File: src/rtl/fetch_unit.sv
// ----------------------------------------------------------------------------
// fetch_unit
//   Instruction fetch stage with the IF/ID pipeline latch. Holds the fetch PC,
//   issues instruction-memory reads, and captures each returned word together
//   with its PC+4 for the decode stage. A one-entry skid buffer absorbs a word
//   that returns while decode is stalled. Redirects flush the latch and skid,
//   and a decoded halt freezes the stage until reset.
//
// Ports
//   CLK          clock; all state updates on the rising edge
//   RST          synchronous active-high reset
//   ihit         memory returns imemload for imemaddr this cycle
//   imemload     instruction word from memory
//   imemREN      read request (combinational from registers)
//   imemaddr     read address, always equal to pc
//   stall        decode/hazard stall; IF/ID holds
//   redirect     taken branch/jump resolved downstream
//   redirect_pc  target PC for redirect
//   halt         decode flags the IF/ID instruction as halt
//   pc           current fetch PC
//   ins          IF/ID instruction word
//   npc          IF/ID PC+4 of that instruction
//   ins_valid    IF/ID holds a real instruction
// ----------------------------------------------------------------------------
module fetch_unit #(
  parameter logic [31:0] PC_INIT  = 32'h0000_0000,
  parameter logic [31:0] NOP_WORD = 32'h0000_0000
) (
  input  logic        CLK,
  input  logic        RST,
  input  logic        ihit,
  input  logic [31:0] imemload,
  output logic        imemREN,
  output logic [31:0] imemaddr,
  input  logic        stall,
  input  logic        redirect,
  input  logic [31:0] redirect_pc,
  input  logic        halt,
  output logic [31:0] pc,
  output logic [31:0] ins,
  output logic [31:0] npc,
  output logic        ins_valid
);

  typedef enum logic {
    FETCH,
    HALTED
  } state_t;

  state_t      state, state_next;

  // Skid buffer: holds one returned word while IF/ID is stalled.
  logic        skid_valid, skid_valid_next;
  logic [31:0] skid_ins, skid_ins_next;
  logic [31:0] skid_npc, skid_npc_next;

  logic [31:0] pc_next;
  logic [31:0] ins_next;
  logic [31:0] npc_next;
  logic        ins_valid_next;

  logic [31:0] pc_plus4;
  logic        accept;

  // No request while the skid is occupied: the drain cycle uses the latch
  // write port, so a second word would have nowhere to go.
  assign imemREN  = (state == FETCH) && !skid_valid;
  assign imemaddr = pc;
  assign pc_plus4 = pc + 32'd4;
  assign accept   = ihit && imemREN;

  always_comb begin
    state_next      = state;
    pc_next         = pc;
    ins_next        = ins;
    npc_next        = npc;
    ins_valid_next  = ins_valid;
    skid_valid_next = skid_valid;
    skid_ins_next   = skid_ins;
    skid_npc_next   = skid_npc;

    unique case (state)
      FETCH: begin
        if (redirect) begin
          // Redirect beats stall and halt; any word returning now is stale.
          pc_next         = redirect_pc;
          ins_next        = NOP_WORD;
          ins_valid_next  = 1'b0;
          skid_valid_next = 1'b0;
        end else if (halt && ins_valid) begin
          // Freeze on the halt instruction: the latch keeps it and no
          // further fetch is accepted.
          state_next = HALTED;
        end else begin
          if (accept) begin
            pc_next = pc_plus4;
          end
          if (stall) begin
            if (accept) begin
              skid_valid_next = 1'b1;
              skid_ins_next   = imemload;
              skid_npc_next   = pc_plus4;
            end
          end else if (skid_valid) begin
            ins_next        = skid_ins;
            npc_next        = skid_npc;
            ins_valid_next  = 1'b1;
            skid_valid_next = 1'b0;
          end else if (accept) begin
            ins_next       = imemload;
            npc_next       = pc_plus4;
            ins_valid_next = 1'b1;
          end else begin
            // Waiting on memory: hand decode a bubble.
            ins_next       = NOP_WORD;
            ins_valid_next = 1'b0;
          end
        end
      end
      HALTED: begin
        // Absorbing; only reset leaves this state.
      end
      default: state_next = FETCH;
    endcase
  end

  always_ff @(posedge CLK) begin
    if (RST) begin
      state      <= FETCH;
      pc         <= PC_INIT;
      ins        <= NOP_WORD;
      npc        <= '0;
      ins_valid  <= 1'b0;
      skid_valid <= 1'b0;
      skid_ins   <= '0;
      skid_npc   <= '0;
    end else begin
      state      <= state_next;
      pc         <= pc_next;
      ins        <= ins_next;
      npc        <= npc_next;
      ins_valid  <= ins_valid_next;
      skid_valid <= skid_valid_next;
      skid_ins   <= skid_ins_next;
      skid_npc   <= skid_npc_next;
    end
  end

endmodule

File: config.mk
export PLATFORM = sky130hd
export DESIGN_NAME = fetch_unit
export DESIGN_NICKNAME = d
export VERILOG_FILES = /design/src/rtl/fetch_unit.sv
export SDC_FILE = /design/constraint.sdc
export NUM_CORES = 1
export LEC_CHECK = 0
export ABC_CLOCK_PERIOD_IN_PS = 2800
export BUFFER_PORTS_ARGS = -buffer_cell sky130_fd_sc_hd__buf_4
export CORE_MARGIN = 1.5
export CORE_UTILIZATION = 53
export CTS_CLUSTER_DIAMETER = 50
export DETAILED_ROUTE_END_ITERATION = 7
export PLACE_DENSITY = 0.8
export SLEW_MARGIN = 20
export SYNTH_ARGS = -nofsm -noshare
export SYNTH_HDL_FRONTEND = slang
export SYNTH_SLANG_ARGS = --single-unit
export TNS_END_PERCENT = 50
File: constraint.sdc
create_clock -name CLK -period 2.8 [get_ports CLK]
set_input_delay 0 -clock CLK [delete_from_list [all_inputs] [get_ports CLK]]
set_output_delay 0 -clock CLK [all_outputs]
set_load 0.05 [all_outputs]
# Yosys cells after proc, flatten, opt, wreduce, memory -nomap -nowiden
# Cells that the tools add are included.
classes:
  n_shift: 0
  muxes: 21
  mul: 0
  eq_ne: 3
  div_mod_pow: 0
  reduce_logical: 11
  n_lt_le_gt_ge: 0
  n_bitwise: 4
  addsub: 1
ops:
  columns: ["op", "count"]
  rows:
  - ["$mux W32", 9]
  - ["$add A32 B3 Y32 const B", 1]
  - ["$mux W1", 12]
  - ["$reduce_and A5 Y1", 2]
  - ["$reduce_and A3 Y1", 3]
  - ["$not A1 Y1", 4]
  - ["$reduce_bool A2 Y1", 2]
  - ["$logic_and A1 B1 Y1", 3]
  - ["$ne A3 B1 Y1 const B", 1]
  - ["$ne A2 B1 Y1 const B", 1]
  - ["$ne A2 B2 Y1 const B", 1]
  - ["$logic_not A1 Y1", 1]
word_totals:
  inputBits: 70
  latchBits: 0
  mem_count: 0
  register_bits: 163
  romBits: 0
  output_inout_bits: 130
  wordCells: 48
  ram_bits: 0

# Logic depth before layout (Yosys ltp)
depth:
  word_depth: 8
  mapped_depth: 8
  depth_no_buf: 6

# Worst setup path after synthesis
# OpenSTA, ideal clock, no wires.
synth_path:
  path_type: "reg-to-reg"
  from: "reg pc[5] (netlist: imemaddr[5])"
  to: "reg pc[20] (netlist: imemaddr[20])"
  synth_period_minus_slack_ps: 2524
  t_arrival_ps: 2449
  path_stages_with_launch: 8
  setup_time_ps: 74
  setup_slack_ps: 276
  t_required_ps: 2726
  path_buffers: 2
  path_cell_list: "dfxtp_1 clkbuf_2 nand4_4 or3_1 clkbuf_2 or3_1 or4_1 a31oi_1"
synth_via:
  elab_chain_len: 4
synth_rtl:
  columns: ["element", "line", "text"]
  rows:
  - ["from (decl)", "39", "output logic [31:0] pc,"]
  - ["from (signal assigned)", "139", "pc <= pc_next;"]
  - ["$add A32 B3 Y32", "69", "assign pc_plus4 = pc + 32'd4;"]
  - ["$mux W32", "95", "if (accept) begin"]
  - ["$mux W32", "90", "end else if (halt && ins_valid) begin"]
  - ["$mux W32", "84", "if (redirect) begin"]
# No other way between the ends. The select of a mux whose other input is x is not followed.
# A chain may end at the register's enable or synchronous reset.

# Worst setup path after layout
layout_path:
  from: "reg pc[3] (netlist: imemaddr[3])"
  to: "reg pc[20] (netlist: imemaddr[20])"
# The elaborated chain is that of the path after synthesis.

==> reports/summary.md <==
The tools report the endpoint of the lowest-slack register-to-register path as imemaddr[20]. On the critical path, the stage with the largest delay is an instance of sky130_fd_sc_hd__or4_1. In the final layout, flip-flops and latches occupy 0.003264 mm2.

The critical path goes through ha_1 > nand3_1 > or3_1 > or4_1 > a31oi_1. The run gives 0 as the number of antenna violations at the first check in global routing. The I/O pin count is 200. Clock tree buffer depth: 2.

Max-cap violations in this run came to 0. The worst-case IR drop observed on VDD is 449.1 uV. Of all cell types, the one taking the most synthesized area is sky130_fd_sc_hd__dfxtp_1. The hold violation total from the final report is 0, and the final core utilization is 0.7343. The run finished with clean final reports.

In the final layout, the multi-input gates occupy 0.003626 mm2. In the layout the commonest cells are 222 x sky130_fd_sc_hd__buf_4, 162 x sky130_fd_sc_hd__dfxtp_1, 130 x sky130_fd_sc_hd__nand2_1. The portion of synthesized cell area occupied by the leading cell type is 0.4369. The arithmetic-cell share of the synthesized area counting full adders, half adders and majority gates was 0.001675. Port buffering added 199 buffers. The logs give 0 for the residual antenna-violating net count after detailed routing and 43 for the number of standard-cell rows in the floorplan. The fraction of layout cells with a size suffix above 1 is 0.2439. The routed layout has 7627 vias. Setup violations remaining at the end of the flow were counted as 0.

The post-synthesis xor/xnor area fraction is 0.03049. Worst setup path endpoint: imemaddr[20]. Launch point of the critical path: imemaddr[3]. From synthesis to final layout, the design area changed by 35.95%. The run gives 0.01383 mm2 as the placeable core region. The register bit count reported by yosys came out at 163. In this run the critical register-to-register path is launched from imemaddr[3]. Along the worst path, the maximum fanout reaches 9. The synthesized-area fraction occupied by ao, oa, aoi and oai cells is 0.2523. The via count of the first global-routing pass came out at 6820. For the worst flop-to-flop path, the logic depth is 5. By area the synthesized netlist is led by sky130_fd_sc_hd__dfxtp_1 44%, sky130_fd_sc_hd__nand2_1 6.5%, sky130_fd_sc_hd__a21oi_1 6.1%.

The antenna diode count came out at 0. Effective utilization at floorplan: 0.5401. The die covers 0.01481 mm2. The overall die width was 121.7 um.

The synthesized netlist occupies a cell area of 0.007468 mm2. The detail-routed via count per cell was 5.908; the peak per-stage delay on the critical path was 0.48 ns. The number of different library cells used by synthesis comes to 56.

The most common cell after layout, fill and taps aside is sky130_fd_sc_hd__buf_4. The logs give 34870 um for the wire length of the first global-routing pass and 0.42 ns for the internal reg-to-reg setup slack. Number of cells produced by synthesis: 907.

The kind of critical path is flop to flop. The logs give 1037 for the count of fill cells added during filler insertion and 2.73 ns for the data arrival time at the worst-slack endpoint. Final setup skew: 0.008958 ns. The type of the tightest min-delay check is primary input to flop. STA classifies the critical path endpoint as a flop. For the worst-skew pair, the clock arrives at the later sink with an insertion delay of 0.43 ns.

The most used flip-flop cell after synthesis is sky130_fd_sc_hd__dfxtp_1. The floorplan die height works out to 121.7 um. The wire-length estimate of the detail-placed layout is 13970 um.

The highest attainable clock frequency was 420.8 MHz; the number of gates given a new drive strength after cts was 0. In this run the power density over the cells is 617.6 mW/mm2. The mean instance size in the synthesized netlist is 8.234 um2. Detailed-router iteration count before antenna repair: 5. The final critical-path share of the clock period was 0.8487.

Setup repair after global routing left no endpoint under its margin. The run gives 0.4369 as the share of the yosys chip area belonging to registers. The H-tree depth was 4; the final critical-path required period was 2.376 ns. The share of synthesized area spent on multiplexers came out at 0.008042. Dividing the detail-routed wire length by the instance count gives 17.19 um. The basic-gate share of the synthesized area counting and, or, nand and nor cells came out at 0.1907. Kind of start point of the critical path: a flop. In the final design database the tool counted 1169 nets.

The tree built by TritonCTS fans out to 163 sinks. Actual slew at the worst max-slew pin: 0.7544 ns. For this block, the routed nets add up to 22190 um of wire.

The run gives 0.4970 as the worst slew margin relative to its limit. The count of pins over their slew limit was 0. Summed over all cells, the static leakage comes to 3.952 nW.

Yosys printed 0 warnings. The cell sitting at the root of the clock tree is a sky130_fd_sc_hd__clkbuf_16. Entering global routing, the biggest net connects 70 pins.

The overall track demand over capacity in global routing is 0.2976, and the number of remaining DRC errors is 0. The clock slew seen by the registers of the worst setup and hold paths is 0.06 ns, and the share of async-settable or async-resettable flops after synthesis is 0. The run gives 707 as the DRC violation total after the first TritonRoute iteration. For the final routed database, the setup TNS stands at 0 ns. CTS buffer count: 17.

TritonCTS built the clock tree. STA puts the critical path data required time at 3.15 ns. Counting flops with a built-in enable in the synthesized netlist gives 0.

The number of nets handed over by synthesis was 978. Summed over all layers, the global routing overflow is 0. By area, the combinational part of the netlist is dominated by compound AO/OA/AOI/OAI gates. The congestion estimate from routability-driven global placement came to 0.8685.
==> metal layers <==
| metal | vias to the layer above | part of all wire | GRT usage |
|---|---|---|---|
| li1 | 3623 | - | - |
| met1 | 3591 | 0.42 | 0.3948 |
| met2 | 367 | 0.49 | 0.4827 |
| met3 | 46 | 0.069 | 0.05805 |
| met4 | 0 | 0.026 | 0.1088 |
| met5 | - | 0 | 0 |
==> synth_stat cells (10+ instances only) <==
| cell | number |
|---|---|
| sky130_fd_sc_hd__nor3_1 | 17 |
| sky130_fd_sc_hd__a21oi_1 | 91 |
| sky130_fd_sc_hd__a211oi_1 | 30 |
| sky130_fd_sc_hd__xnor2_1 | 11 |
| sky130_fd_sc_hd__xor2_1 | 15 |
| sky130_fd_sc_hd__nand4_1 | 20 |
| sky130_fd_sc_hd__o211ai_1 | 12 |
| sky130_fd_sc_hd__nor2_1 | 67 |
| sky130_fd_sc_hd__a31oi_1 | 15 |
| sky130_fd_sc_hd__a22oi_1 | 36 |
| sky130_fd_sc_hd__o2bb2ai_1 | 32 |
| sky130_fd_sc_hd__buf_4 | 34 |
| sky130_fd_sc_hd__nand3_1 | 19 |
| sky130_fd_sc_hd__clkbuf_1 | 66 |
| sky130_fd_sc_hd__nand2_1 | 130 |
| sky130_fd_sc_hd__dfxtp_1 | 163 |
| sky130_fd_sc_hd__nand2b_1 | 10 |
| sky130_fd_sc_hd__o21ai_0 | 28 |
==> per-stage QoR <==
stage	power, mW	std cells	hold WS (ns)	worst slack, ns	cell area, um2
final	6.270	1291	0.04913	0.4236	10150
after global routing	6.458	1291	0.09110	0.3048	10150
after CTS	6.279	1291	0.03679	0.4872	10150
after detailed placement	3.571	1200	0.2674	0.5187	8880
after global placement	3.558	1200	0.2566	0.5912	8880
after floorplan	3.258	907	0.1360	0.2762	7468
==> what timing repair did <==
action,in CTS,in global routing
hold endpoints to repair,91,0
hold buffers,59,0
setup buffers,0,0
setup endpoints to repair,0,0
==> cell families after synthesis <==
| kind of cell | Yosys count |
|---|---|
| and+or+nand+nor | 307 |
| muxes | 6 |
| DFF | 163 |
| AOI/OAI and AO/OA | 282 |
| buffers and inverters | 122 |
| adders and majority gates | 1 |
| xor gates and xnor gates | 26 |
==> worst min path at each step <==
stage | cells past startpoint | end | startpoint | slack, ns
2_1_floorplan | 2 | skid_ins[0] | imemload[0] | 0.14
3_3_place_gp | 3 | skid_ins[16] | imemload[16] | 0.26
3_5_place_dp | 3 | skid_ins[16] | imemload[16] | 0.27
4_1_cts | 4 | imemaddr[27] | redirect_pc[27] | 0.04
5_1_grt | 4 | imemaddr[25] | redirect_pc[25] | 0.09
6_report | 4 | imemaddr[27] | redirect_pc[27] | 0.05
==> worst max-delay path, delay by kind of cell (launching register included) <==
kind | cells | cell delay, ns
simple gates | 3 | 1.24
flops | 1 | 0.47
fa+ha+maj | 1 | 0.43
compound gates | 1 | 0.16
==> where the power goes <==
group	total, mW	switching [mW]	internal [mW]
clock network	2.67	0.947	1.72
registers	2.53	0.110	2.42
logic	1.08	0.692	0.386
==> state kept, by name, indices dropped and copies added, names as in the netlist <==
register and flops:
imemaddr 32, ins 32, npc 32, skid_ins 32, skid_npc 32, ins_valid 1
skid_valid 1, state 1
==> final cells by class <==
| type | count | share of cell area |
|---|---|---|
| Clock inverter | 13 | 0.02267 |
| Clock buffer | 19 | 0.04461 |
| Timing Repair Buffer | 284 | 0.2282 |
| Tap cell | 180 | 0.02218 |
| Inverter | 10 | 0.003697 |
| Multi-Input combinational cell | 622 | 0.3571 |
| Sequential cell | 163 | 0.3215 |
Power figures use the tool's default switching activity.
